## config.mk

```make
export PLATFORM = sky130hd
export DESIGN_NAME = ps2_rx_fifo
export DESIGN_NICKNAME = d
export VERILOG_FILES = /design/src/rtl/ps2_rx_fifo.sv
export SDC_FILE = /design/constraint.sdc
export NUM_CORES = 1
export LEC_CHECK = 0
export ABC_AREA = 1
export CORE_MARGIN = 3
export CORE_UTILIZATION = 60
export DETAILED_ROUTE_END_ITERATION = 10
export HOLD_SLACK_MARGIN = 0.02
export PLACE_DENSITY_LB_ADDON = 0.3
export SLEW_MARGIN = 40
export SYNTH_ARGS = -nofsm -noshare
export SYNTH_HDL_FRONTEND = slang
export SYNTH_SLANG_ARGS = --single-unit
```

## constraint.sdc

```tcl
create_clock -name CLK -period 3.1 [get_ports CLK]
set_clock_uncertainty 0.15 [all_clocks]
set_input_delay 0.775 -clock CLK [delete_from_list [all_inputs] [get_ports CLK]]
set_output_delay 0.775 -clock CLK [all_outputs]
set_load 0.005 [all_outputs]
```

## src/rtl/ps2_rx_fifo.sv

```systemverilog
// rtl/ps2_rx_fifo.sv - PS/2 device-to-host receiver with scan-code FIFO
// Frame decode runs on synchronised PS2C falling edges; good codes are queued.
module ps2_rx_fifo #(
  parameter int FIFO_DEPTH     = 8,
  parameter int SYNC_STAGES    = 2,
  parameter int TIMEOUT_CYCLES = 5000
) (
  input  logic                          CLK,
  input  logic                          RST_N,
  input  logic                          PS2C,
  input  logic                          PS2D,
  input  logic                          RD,
  output logic [7:0]                    DATA,
  output logic                          VALID,
  output logic [$clog2(FIFO_DEPTH):0]   COUNT,
  output logic                          FRAME_ERR,
  output logic                          OVERFLOW
);

  localparam int AW = $clog2(FIFO_DEPTH);
  localparam int CW = AW + 1;
  localparam int TW = $clog2(TIMEOUT_CYCLES + 1);
  localparam logic [CW-1:0] FULL = CW'(FIFO_DEPTH);
  localparam logic [TW-1:0] TLIM = TW'(TIMEOUT_CYCLES);

  typedef enum logic [1:0] {IDLE, DATA_BITS, PARITY, STOP} state_t;

  logic [SYNC_STAGES-1:0] c_sync, d_sync;
  logic                   c_prev;
  logic                   fall, d_s;

  state_t                 st;
  logic [2:0]             bit_cnt;
  logic [7:0]             shreg;
  logic                   par_bit;
  logic [TW-1:0]          idle_cnt;

  logic [7:0]             mem [FIFO_DEPTH];
  logic [AW-1:0]          wr_ptr, rd_ptr;
  logic                   good, pop, push_ok;

  // Presetting to the idle-high level keeps reset from looking like a falling edge.
  always_ff @(posedge CLK) begin
    if (!RST_N) begin
      c_sync <= '1;
      d_sync <= '1;
      c_prev <= 1'b1;
    end else begin
      c_sync <= {c_sync[SYNC_STAGES-2:0], PS2C};
      d_sync <= {d_sync[SYNC_STAGES-2:0], PS2D};
      c_prev <= c_sync[SYNC_STAGES-1];
    end
  end

  assign fall = c_prev & ~c_sync[SYNC_STAGES-1];
  assign d_s  = d_sync[SYNC_STAGES-1];

  assign good    = (st == STOP) && fall && d_s && ((^shreg) ^ par_bit);
  assign pop     = RD && (COUNT != '0);
  assign push_ok = good && ((COUNT != FULL) || pop);

  always_ff @(posedge CLK) begin
    if (!RST_N) begin
      st        <= IDLE;
      bit_cnt   <= '0;
      shreg     <= '0;
      par_bit   <= 1'b0;
      idle_cnt  <= '0;
      FRAME_ERR <= 1'b0;
    end else begin
      FRAME_ERR <= 1'b0;
      if (st == IDLE) begin
        idle_cnt <= '0;
        if (fall && !d_s) begin
          st      <= DATA_BITS;
          bit_cnt <= '0;
          shreg   <= '0;
        end
      end else if (idle_cnt == TLIM) begin
        st        <= IDLE;
        idle_cnt  <= '0;
        FRAME_ERR <= 1'b1;
      end else if (fall) begin
        idle_cnt <= '0;
        case (st)
          DATA_BITS: begin
            shreg[bit_cnt] <= d_s;
            bit_cnt        <= bit_cnt + 3'd1;
            if (bit_cnt == 3'd7) st <= PARITY;
          end
          PARITY: begin
            par_bit <= d_s;
            st      <= STOP;
          end
          default: begin
            st        <= IDLE;
            FRAME_ERR <= !good;
          end
        endcase
      end else begin
        idle_cnt <= idle_cnt + TW'(1);
      end
    end
  end

  // A full FIFO still accepts a push when the same cycle pops.
  always_ff @(posedge CLK) begin
    if (!RST_N) begin
      wr_ptr   <= '0;
      rd_ptr   <= '0;
      COUNT    <= '0;
      OVERFLOW <= 1'b0;
    end else begin
      if (good && !push_ok) OVERFLOW <= 1'b1;
      if (push_ok) wr_ptr <= wr_ptr + AW'(1);
      if (pop)     rd_ptr <= rd_ptr + AW'(1);
      COUNT <= COUNT + CW'(push_ok) - CW'(pop);
    end
  end

  always_ff @(posedge CLK) begin
    if (push_ok) mem[wr_ptr] <= shreg;
  end

  assign VALID = (COUNT != '0);
  assign DATA  = VALID ? mem[rd_ptr] : 8'h00;

endmodule

```

==> impl_metrics.toml <==
[critical_path]
slowest_stage = "clkdlybuf4s50_1"
crit_path_end_kind = "output pin"
slowest_delay_ps = 560
crit_chain = "inv_1 -> buf_4 -> o21ai_0 -> o22ai_1 -> o21ai_0 -> a31oi_1 -> clkdlybuf4s50_1"
rr_startpoint = "shreg[2]"
r2r_setup_slack_ps = 420
cp.arrival_ps = 2120
required_ps = 2170
rr_worst_depth = 15
start_kind = "flip-flop"
cp_num_buf_inv = 3
crit_end = "DATA[7]"
crit_top_cell = "o21ai_0"
cp.depth = 7
worstReg2RegEnd = "COUNT[2]"
path_class = "reg2out"
path_delay_family = "buffers and inverters"
cp_max_fo = 6

[logic_synthesis]
synth.ff_latch_count = 111
synth_nets = 574
syn_inst = 553
syn-cell-area_um2 = 5050
yosys_warnings = 0
syn_area_per_cell_um2 = 9.13
netlist-cell-type-count = 38
yosysSeqAreaShare = 0.567

[grt]
grt_use_total = 0.221
grt_pass1_wl_mm = 17.1
grt_pass1_vias = 3733
grt-ovfl-total = 0
antenna_found_initial = 0
grt_max_degree = 22

[routing]
routedWlPerCell_um = 14.6
vias = 3822
viasPerCell = 5.52
drtAntennaViolNets = 0
drc = 0
drt_iter0_drc = 175
drt_wl_total_mm = 10.1
dr.pass1.iters = 4

[die]
die_height_um = 97.7
io_pins = 20
rows = 32
start_util = 0.637
die_width_um = 97.7
dieArea_um2 = 9550
core_um2 = 7930

[cells_and_area]
drive_gt1_frac = 0.131
seq_area_um2 = 2870
multiInputGateArea_um2 = 1910
syn2layout_area_growth_pct = 12.2
nets = 606
fillers = 575
diodes = 0
fin_cells = 692

[job]
maxCapViolCount = 0

[status]
status = "finished clean"

[timing]
fin_crit_ps = 3040
fmaxAchievable_mhz = 329
finalHoldViolations = 0
min_period_over_period = 0.981
relSlewSlack = 0.652
finalSetupViolCount = 0
slew_violations = 0
holdWs_ps = 271
worstMarginPinSlew_ps = 521
rsz0062_at_grt = "true"

[pwr]
cellPowerDensity_nw_per_um2 = 635
irDropWorstVdd_mv = 0.461
p_leak_nw = 2.17
power.total_mw = 3.60

[placement]
place_congestion = 0.810
dp_cells = 674
port_buffers = 19
place_hpwl_mm = 7.21

[clocking]
clock-root-buffer = "clkbuf_8"
htreeDepth = 3
cts_buffers = 9
clkTransAtPathRegs_ps = 110
cts.sinks = 111
cts_tree = "done"
cts.path.max_buffers = 2
worstSkewPairLatency_ps = 360

[hold_path]
hold_path_class = "reg2reg"
## metrics by stage
stage               setup TNS (ps)  cell area, um2  setup slack, ps   util
detailed placement               0            5420              141  0.684
finish                           0            5660             58.2  0.714
CTS                              0            5620             5.89  0.709
global route                 -14.2            5660            -14.2  0.714
floorplan                        0            5050              771      -
global placement                 0            5420              214  0.684
## final cells by class
type / count / share of cell area
inverter: 58 / 0.0389
sequential: 111 / 0.507
multi-input combinational: 368 / 0.337
clock buffer: 9 / 0.0219
tap: 102 / 0.0225
timing repair buffer: 37 / 0.0603
clock inverter: 7 / 0.0124
## cell usage after synthesis (all sizes together)
master / number / area share
clkinv: 1 / 0.00074
xnor2: 1 / 0.0017
edfxtp: 64 / 0.38
buf: 4 / 0.0037
a31oi: 8 / 0.0099
and3: 1 / 0.0012
a21oi: 23 / 0.023
ha: 15 / 0.037
nand3: 22 / 0.023
or2: 15 / 0.019
nor3b: 3 / 0.0045
nand4: 5 / 0.0092
nand3b: 1 / 0.0015
xor2: 5 / 0.0087
o21ai: 49 / 0.049
a21boi: 1 / 0.0022
fa: 1 / 0.0040
dfxtp: 47 / 0.19
inv: 57 / 0.042
nor4: 4 / 0.0050
nor2: 95 / 0.076
a211oi: 1 / 0.0015
clkbuf: 12 / 0.0089
o22ai: 8 / 0.0099
nor3: 11 / 0.013
nand2: 99 / 0.080
## flip-flops by register name (all words and copies together) (netlist names), named ones only
| signal | count |
|---|---|
| mem | 64 |
| idle_cnt | 13 |
| shreg | 8 |
| COUNT | 4 |
| bit_cnt | 3 |
| rd_ptr | 3 |
| wr_ptr | 3 |
| c_sync | 2 |
| d_sync | 2 |
| st | 2 |
| FRAME_ERR | 1 |
| OVERFLOW | 1 |
| c_prev | 1 |
| par_bit | 1 |
## worst min-delay path by stage
| stage | from | cells past startpoint | endpoint |
|---|---|---|---|
| 6_report | c_sync[0] | 1 | c_sync[1] |
| 5_1_grt | c_sync[0] | 1 | c_sync[1] |
| 3_5_place_dp | c_sync[0] | 1 | c_sync[1] |
| 2_1_floorplan | c_sync[1] | 2 | c_prev |
| 3_3_place_gp | d_sync[0] | 1 | d_sync[1] |
| 4_1_cts | c_sync[0] | 1 | c_sync[1] |
## logic make-up after synthesis
kind of cell,after synthesis,synth area share
adders and majority gates,16,0.0411
AOI/OAI and AO/OA,90,0.0949
xor gates and xnor gates,6,0.0104
DFF,111,0.567
buffers and inverters,74,0.0558
and+or+nand+nor,256,0.231
## where the power goes
part / leakage, nW / internal (mW) / switching [mW]
Combinational: 1.09 / 0.496 / 0.611
Clock: 0.101 / 0.318 / 0.513
Sequential: 0.976 / 1.60 / 0.0572
## per-layer routing
layer	global-route usage	routed length, um	vias up
li1	-	-	1906
met1	0.278	4320	1784
met2	0.393	5150	117
met3	0.0407	537	15
met4	0.0596	130	0
met5	0	0	-
## layout by cell type, fill, tap and decap left out, types with 2 or more instances in the layout
cell	n
nor3_1	9
clkdlybuf4s50_1	14
buf_4	16
inv_2	4
nand2_2	8
nor2_1	87
nor3_2	2
dlymetal6s2s_1	4
inv_8	2
inv_1	52
ha_1	15
o22ai_1	8
nor3b_1	3
dfxtp_1	45
nand3_1	21
or2_2	13
xor2_1	5
nor4_1	4
inv_6	3
a21oi_1	23
edfxtp_1	64
nand4_1	4
clkbuf_8	9
a31oi_1	8
nand2_1	89
nor2_2	7
dfxtp_4	2
nand2_4	2
o21ai_0	48
buf_6	2
## what timing repair did
| item | CTS | global route |
|---|---|---|
| endpoints found under the setup margin | 8 | 7 |
| hold buffers | 0 | 0 |
| resized for setup | 5 | 8 |
| gates cloned | 0 | 0 |
| setup buffers | 0 | 2 |
| pin swaps | 0 | 3 |
Note: power is estimated with default switching activity, not from simulation.
